==> src/rtl/taxi_eth_rx_mac_filter_if.sv <==
// AXI-stream bundle for the RX MAC filter; byte-wide data with one user bit.
interface taxi_eth_rx_mac_filter_if #(
  parameter int unsigned DATA_W = 8,
  parameter int unsigned USER_W = 1,
  parameter int unsigned ID_W   = 8,
  parameter int unsigned DEST_W = 8
) ();
  localparam int unsigned KEEP_W = (DATA_W + 7) / 8;

  logic [DATA_W-1:0] tdata;
  logic [KEEP_W-1:0] tkeep;
  logic              tvalid;
  logic              tready;
  logic              tlast;
  logic [ID_W-1:0]   tid;
  logic [DEST_W-1:0] tdest;
  logic [USER_W-1:0] tuser;

  modport master (output tdata, tkeep, tvalid, tlast, tid, tdest, tuser, input tready);
  modport slave  (input tdata, tkeep, tvalid, tlast, tid, tdest, tuser, output tready);
endinterface

==> src/rtl/taxi_eth_rx_mac_filter.sv <==
// Destination-MAC filter: buffers the 6-byte DA, then replays and passes the
// frame through or discards it; counts dropped and runt frames.
module taxi_eth_rx_mac_filter #(
  parameter int unsigned DROP_CNT_W = 32,
  parameter int unsigned HDR_LEN    = 6
) (
  input  logic                  clk,
  input  logic                  rst,
  taxi_eth_rx_mac_filter_if.slave  s_axis,
  taxi_eth_rx_mac_filter_if.master m_axis,
  input  logic [47:0]           cfg_mac_addr,
  input  logic                  cfg_promisc,
  input  logic                  cfg_bcast_en,
  input  logic                  cfg_mcast_en,
  output logic                  stat_frame_accept,
  output logic                  stat_frame_drop,
  output logic                  stat_frame_runt,
  output logic [DROP_CNT_W-1:0] drop_count
);
  localparam int unsigned IDX_W = 3;
  localparam logic [IDX_W-1:0] LAST_IDX = IDX_W'(HDR_LEN - 1);

  typedef enum logic [1:0] {ST_HDR, ST_REPLAY, ST_PASS, ST_DROP} state_t;

  state_t                    state_q, state_d;
  logic [IDX_W-1:0]          idx_q, idx_d;
  logic [HDR_LEN-1:0][7:0]   hdr_q, hdr_d;
  logic                      accept_q, accept_d;
  logic                      drop_q, drop_d;
  logic                      runt_q, runt_d;
  logic [DROP_CNT_W-1:0]     cnt_q, cnt_d;
  logic                      cnt_inc;

  logic [47:0] da;
  logic        bcast;
  logic        match;
  logic        s_tready;
  logic        m_tvalid;
  logic [7:0]  m_tdata;
  logic        m_tlast;
  logic        m_tuser;
  logic        unused_sideband;

  // Decision uses the live 6th byte so the frame can be judged on its final header beat
  assign da    = {hdr_q[0], hdr_q[1], hdr_q[2], hdr_q[3], hdr_q[4], s_axis.tdata};
  assign bcast = &da;
  assign match = cfg_promisc | (da == cfg_mac_addr) | (cfg_bcast_en & bcast) |
                 (cfg_mcast_en & da[40] & ~bcast);

  always_comb begin
    state_d  = state_q;
    idx_d    = idx_q;
    hdr_d    = hdr_q;
    accept_d = 1'b0;
    drop_d   = 1'b0;
    runt_d   = 1'b0;
    cnt_inc  = 1'b0;
    s_tready = 1'b0;
    m_tvalid = 1'b0;
    m_tdata  = 8'h00;
    m_tlast  = 1'b0;
    m_tuser  = 1'b0;
    case (state_q)
      ST_HDR: begin
        s_tready = 1'b1;
        if (s_axis.tvalid) begin
          hdr_d[idx_q] = s_axis.tdata;
          if (s_axis.tlast) begin
            runt_d  = 1'b1;
            cnt_inc = 1'b1;
            idx_d   = '0;
          end else if (idx_q == LAST_IDX) begin
            idx_d   = '0;
            state_d = match ? ST_REPLAY : ST_DROP;
          end else begin
            idx_d = idx_q + IDX_W'(1);
          end
        end
      end
      ST_REPLAY: begin
        m_tvalid = 1'b1;
        m_tdata  = hdr_q[idx_q];
        if (m_axis.tready) begin
          if (idx_q == LAST_IDX) begin
            idx_d   = '0;
            state_d = ST_PASS;
          end else begin
            idx_d = idx_q + IDX_W'(1);
          end
        end
      end
      ST_PASS: begin
        m_tvalid = s_axis.tvalid;
        s_tready = m_axis.tready;
        m_tdata  = s_axis.tdata;
        m_tlast  = s_axis.tlast;
        m_tuser  = s_axis.tuser[0];
        if (s_axis.tvalid && m_axis.tready && s_axis.tlast) begin
          accept_d = 1'b1;
          state_d  = ST_HDR;
        end
      end
      ST_DROP: begin
        s_tready = 1'b1;
        if (s_axis.tvalid && s_axis.tlast) begin
          drop_d  = 1'b1;
          cnt_inc = 1'b1;
          state_d = ST_HDR;
        end
      end
      default: state_d = ST_HDR;
    endcase
    cnt_d = (cnt_inc && (cnt_q != '1)) ? cnt_q + DROP_CNT_W'(1) : cnt_q;
  end

  always_ff @(posedge clk) begin
    if (rst) begin
      state_q  <= ST_HDR;
      idx_q    <= '0;
      hdr_q    <= '0;
      accept_q <= 1'b0;
      drop_q   <= 1'b0;
      runt_q   <= 1'b0;
      cnt_q    <= '0;
    end else begin
      state_q  <= state_d;
      idx_q    <= idx_d;
      hdr_q    <= hdr_d;
      accept_q <= accept_d;
      drop_q   <= drop_d;
      runt_q   <= runt_d;
      cnt_q    <= cnt_d;
    end
  end

  // Input is never accepted while reset is held
  assign s_axis.tready = s_tready & ~rst;
  assign m_axis.tvalid = m_tvalid;
  assign m_axis.tdata  = m_tdata;
  assign m_axis.tlast  = m_tlast;
  assign m_axis.tuser  = m_tuser;
  assign m_axis.tkeep  = 1'b1;
  assign m_axis.tid    = '0;
  assign m_axis.tdest  = '0;

  assign stat_frame_accept = accept_q;
  assign stat_frame_drop   = drop_q;
  assign stat_frame_runt   = runt_q;
  assign drop_count        = cnt_q;

  assign unused_sideband = ^{s_axis.tkeep, s_axis.tid, s_axis.tdest};
endmodule
==> src/flat_wrapper.sv <==
// flat-port wrapper written by rule: the top's interface ports become plain ports
module taxi_eth_rx_mac_filter_flat 
#(
  parameter int unsigned DROP_CNT_W = 32,
  parameter int unsigned HDR_LEN    = 6
)
  (clk, rst, cfg_mac_addr, cfg_promisc, cfg_bcast_en, cfg_mcast_en, stat_frame_accept, stat_frame_drop, stat_frame_runt, drop_count, s_axis_tdata, s_axis_tkeep, s_axis_tvalid, s_axis_tlast, s_axis_tid, s_axis_tdest, s_axis_tuser, s_axis_tready, m_axis_tdata, m_axis_tkeep, m_axis_tvalid, m_axis_tlast, m_axis_tid, m_axis_tdest, m_axis_tuser, m_axis_tready);
  taxi_eth_rx_mac_filter_if s_axis_i ();
  taxi_eth_rx_mac_filter_if m_axis_i ();
  input  logic clk;
  input  logic rst;
  input  logic [47:0] cfg_mac_addr;
  input  logic cfg_promisc;
  input  logic cfg_bcast_en;
  input  logic cfg_mcast_en;
  output logic stat_frame_accept;
  output logic stat_frame_drop;
  output logic stat_frame_runt;
  output logic [DROP_CNT_W-1:0] drop_count;
  input wire logic [$bits(s_axis_i.tdata)-1:0] s_axis_tdata;
  input wire logic [$bits(s_axis_i.tkeep)-1:0] s_axis_tkeep;
  input wire logic [$bits(s_axis_i.tvalid)-1:0] s_axis_tvalid;
  input wire logic [$bits(s_axis_i.tlast)-1:0] s_axis_tlast;
  input wire logic [$bits(s_axis_i.tid)-1:0] s_axis_tid;
  input wire logic [$bits(s_axis_i.tdest)-1:0] s_axis_tdest;
  input wire logic [$bits(s_axis_i.tuser)-1:0] s_axis_tuser;
  output wire logic [$bits(s_axis_i.tready)-1:0] s_axis_tready;
  output wire logic [$bits(m_axis_i.tdata)-1:0] m_axis_tdata;
  output wire logic [$bits(m_axis_i.tkeep)-1:0] m_axis_tkeep;
  output wire logic [$bits(m_axis_i.tvalid)-1:0] m_axis_tvalid;
  output wire logic [$bits(m_axis_i.tlast)-1:0] m_axis_tlast;
  output wire logic [$bits(m_axis_i.tid)-1:0] m_axis_tid;
  output wire logic [$bits(m_axis_i.tdest)-1:0] m_axis_tdest;
  output wire logic [$bits(m_axis_i.tuser)-1:0] m_axis_tuser;
  input wire logic [$bits(m_axis_i.tready)-1:0] m_axis_tready;
  assign s_axis_i.tdata = s_axis_tdata;
  assign s_axis_i.tkeep = s_axis_tkeep;
  assign s_axis_i.tvalid = s_axis_tvalid;
  assign s_axis_i.tlast = s_axis_tlast;
  assign s_axis_i.tid = s_axis_tid;
  assign s_axis_i.tdest = s_axis_tdest;
  assign s_axis_i.tuser = s_axis_tuser;
  assign s_axis_tready = s_axis_i.tready;
  assign m_axis_tdata = m_axis_i.tdata;
  assign m_axis_tkeep = m_axis_i.tkeep;
  assign m_axis_tvalid = m_axis_i.tvalid;
  assign m_axis_tlast = m_axis_i.tlast;
  assign m_axis_tid = m_axis_i.tid;
  assign m_axis_tdest = m_axis_i.tdest;
  assign m_axis_tuser = m_axis_i.tuser;
  assign m_axis_i.tready = m_axis_tready;
  taxi_eth_rx_mac_filter #(.DROP_CNT_W(DROP_CNT_W), .HDR_LEN(HDR_LEN)) u_core (.clk(clk), .rst(rst), .s_axis(s_axis_i), .m_axis(m_axis_i), .cfg_mac_addr(cfg_mac_addr), .cfg_promisc(cfg_promisc), .cfg_bcast_en(cfg_bcast_en), .cfg_mcast_en(cfg_mcast_en), .stat_frame_accept(stat_frame_accept), .stat_frame_drop(stat_frame_drop), .stat_frame_runt(stat_frame_runt), .drop_count(drop_count));
endmodule
==> config.mk <==
export PLATFORM = sky130hd
export DESIGN_NAME = taxi_eth_rx_mac_filter_flat
export DESIGN_NICKNAME = d
export VERILOG_FILES = /design/src/rtl/taxi_eth_rx_mac_filter_if.sv /design/src/rtl/taxi_eth_rx_mac_filter.sv /design/src/flat_wrapper.sv
export SDC_FILE = /design/constraint.sdc
export NUM_CORES = 1
export LEC_CHECK = 0
export CAP_MARGIN = 25
export CELL_PAD_IN_SITES_DETAIL_PLACEMENT = 1
export CELL_PAD_IN_SITES_GLOBAL_PLACEMENT = 1
export CORE_ASPECT_RATIO = 2
export CORE_UTILIZATION = 39
export CTS_BUF_LIST = sky130_fd_sc_hd__clkbuf_4 sky130_fd_sc_hd__clkbuf_8
export CTS_CLUSTER_SIZE = 25
export DETAILED_ROUTE_END_ITERATION = 7
export MAX_ROUTING_LAYER = met4
export PLACE_DENSITY = 0.92
export SYNTH_ARGS = -nofsm -noshare
export SYNTH_HDL_FRONTEND = slang
export SYNTH_SLANG_ARGS = --single-unit
==> constraint.sdc <==
create_clock -name clk -period 5 [get_ports clk]
set_input_delay 1.5 -clock clk [delete_from_list [all_inputs] [get_ports clk]]
set_output_delay 1.5 -clock clk [all_outputs]
set_load 0.02 [all_outputs]
==> metrics.cfg <==
[status]
status = completed

[global_route]
grt_pass1_vias = 5426
grtUsageMet2_pct = 56.2
antenna_found_initial = 0
grt_max_degree = 93
grt_overflow = 0
grt.busiest_layer = met2
met1_usage_pct = 23.9
gr-usage-met3_pct = 4.02
grt_util_all_layers_pct = 28.9
grt_pass1_wl_um = 29100

[critical_path]
crit_required_ns = 3.50
worstPathArrival_ns = 3.13
crit_path_end_kind = output port
slowest_stage = dfxtp_1
crit_chain = buf_4 -> mux4_2 -> inv_1 -> o22ai_1 -> a22oi_1 -> nor2b_1 -> clkdlybuf4s50_1
critPathMaxStageDelay_ns = 0.88
path_max_fanout = 13
crit_type = flop to output port
setup.worst_path.start_class = flop
crit_family = buffers and inverters
path_buf_inv = 3

[timing]
post-route-min-period_ns = 4.63
max_freq_mhz = 216
maxSlewViolCount = 0
hold_violations = 0
final.setup.tns_ns = 0
fin_crit_sh_pct = 92.5
tightest_slew_ns = 1.00
fin_skew_ns = 0.0143
rsz0062_at_grt = no
slew_headroom_pct = 33.3
worst_hold_slack_ns = 0.486
final-setup-viol-count = 0

[clock_tree]
cts_setup_buffers = 0
tritoncts = built
clock-root-buffer = clkbuf_8
htree_levels = 3
cts_hold_buf = 0
numClockSinks = 88
clk_path_buf_depth = 2
clkLatencyLatePin_ns = 0.37
cts_resized = 0
path_clk_slew_ns = 0.09
cts_buffers = 9

[cells_and_area]
fillers = 1503
fin_util_pct = 50.9
antenna_cells = 0
layout.nets = 779
drive_gt1_share_pct = 9.18
syn_to_final_growth_pct = 28.1

[logic_synthesis]
avgSynthCellArea_sq_um = 8.67
yosysUniqueCellTypes = 56
synth_top_cells_by_count = dfxtp_1 (88), nor2_1 (56), xor2_1 (49)
yosysTopAreaCell = dfxtp_1
syn_area_sq_um = 5130
synth-simple-area-share_pct = 22.6
ys_seq_area_share_pct = 34.3
synth-xor-area-share_pct = 9.72
synthTopCellsByArea = dfxtp_1 (34%), xor2_1 (8.4%), mux2i_1 (8.2%)
post-synth-top-count-cell = dfxtp_1
yosys.area_share.adder_pct = 1.22
ys_ff_latch = 88
synthMuxAreaShare_pct = 11.9
synth_edf_count = 0
yosysTopAreaCellShare_pct = 34.3
syn_inst = 592
yosysWarnings = 0
synth_top_family_by_area = simple AND/OR/NAND/NOR gates
synth_ff_type = dfxtp_1
synth_compound_area_share_pct = 13.6
async_flop_share_pct = 0

[placed_design]
dp_hpwl_um = 15000
gp_congestion = 0.970
numPortBuffers = 111

[pwr]
ir_drop_mv = 0.155
leakage_nw = 2.26
p_per_area_nw_per_um2 = 287

[drt]
wl_um = 19400
routedWlPerCell_um = 22.8
vias_per_cell = 5.94
vias = 5040
route.detailed.drc = 0
drt_iter0_drc = 265
dr.pass1.iters = 4
antenna_left = 0

[die]
die_y_um = 164
core_sq_um = 12900
dieWidth_um = 83.1
dieArea_sq_um = 13700
row_count = 59
start_util_pct = 39.7
ioPinCount = 146

[job]
cap_violations = 0

[hold_path]
hold_path_class = flop to flop

-- stage by stage --
step                      area (sq um)  std cells  power (mW)  worst slack, ns
after floorplan                   5190        607        1.12             1.06
after global placement            6320        832        1.30            0.444
after detailed placement          6320        832        1.32            0.432
after CTS                         6550        848        1.90            0.380
after global routing              6580        849        1.96            0.279
final                             6580        849        1.89            0.374
-- registers in the layout, summed over array words and instances, names as in the netlist --
register                  cells
u_core.stat_frame_runt        1
u_core.state_q                2
u_core.idx_q                  3
u_core.stat_frame_drop        1
u_core.hdr_q                  8
u_core.stat_frame_accept      1
u_core.drop_count            32
u_core.da                    40
-- cells in the final DEF, fill, tap and decap left out, types with 22 or more instances in the layout --
cell and count:
nor2_1 56, dfxtp_1 88, mux2i_1 42, xor2_1 49
nand4_1 26, a21oi_1 43, o21ai_0 22, nand2_1 33
clkdlybuf4s50_1 110
-- routing by layer --
layer / up-vias / routed length (um)
met3: 73 / 781
met4: 0 / 1440
met2: 195 / 10800
met5: - / 0
met1: 2476 / 6300
li1: 2296 / -
-- worst paths after layout --
check	from	end	slack (ns)	depth (start not counted)
max	u_core.idx_q[0]$_SDFFE_PP0P_	m_axis_tdata[7]	0.37	7
min	u_core.hdr_q[46]$_SDFFE_PP0P_	u_core.hdr_q[46]$_SDFFE_PP0P_	0.49	2
max reg2reg	u_core.idx_q[0]$_SDFFE_PP0P_	u_core.state_q[1]$_SDFFE_PP0P_	1.97	6
min reg2reg	u_core.hdr_q[46]$_SDFFE_PP0P_	u_core.hdr_q[46]$_SDFFE_PP0P_	0.49	2
-- power by group --
| group | switching [mW] | internal, mW |
|---|---|---|
| registers | 0.0666 | 0.733 |
| logic | 0.282 | 0.232 |
| clock network | 0.284 | 0.287 |
| total | 0.633 | 1.25 |
-- worst register-to-register path, cell delays in order, from the launching register on --
cell and delay, ns:
dfxtp_1 0.88, buf_4 0.34, nand3b_1 0.37, nor3b_1 0.43, o211ai_1 0.21, o41ai_1 0.51, a2111oi_0 0.12
-- kinds of logic after synthesis --
logic type               after synthesis
flip-flops                            88
AND/OR/NAND/NOR                      213
other                                  2
AO/OA/AOI/OAI                        109
buffers and inverters                 67
adder cells (fa/ha/maj)                5
multiplexers                          51
XOR/XNOR                              57
-- area by class of cell --
| cell class | instances | area, sq um | area share, % |
|---|---|---|---|
| inverters | 15 | 56.3 | 0.856 |
| multi-input cells | 452 | 3110 | 47.2 |
| flip-flops and latches | 88 | 1760 | 26.8 |
| clock buffers | 9 | 124 | 1.88 |
| clock inverters | 7 | 100 | 1.52 |
| repair buffers | 126 | 1240 | 18.8 |
| well taps | 152 | 190 | 2.89 |
No activity file was read; power rests on OpenSTA's default activity.
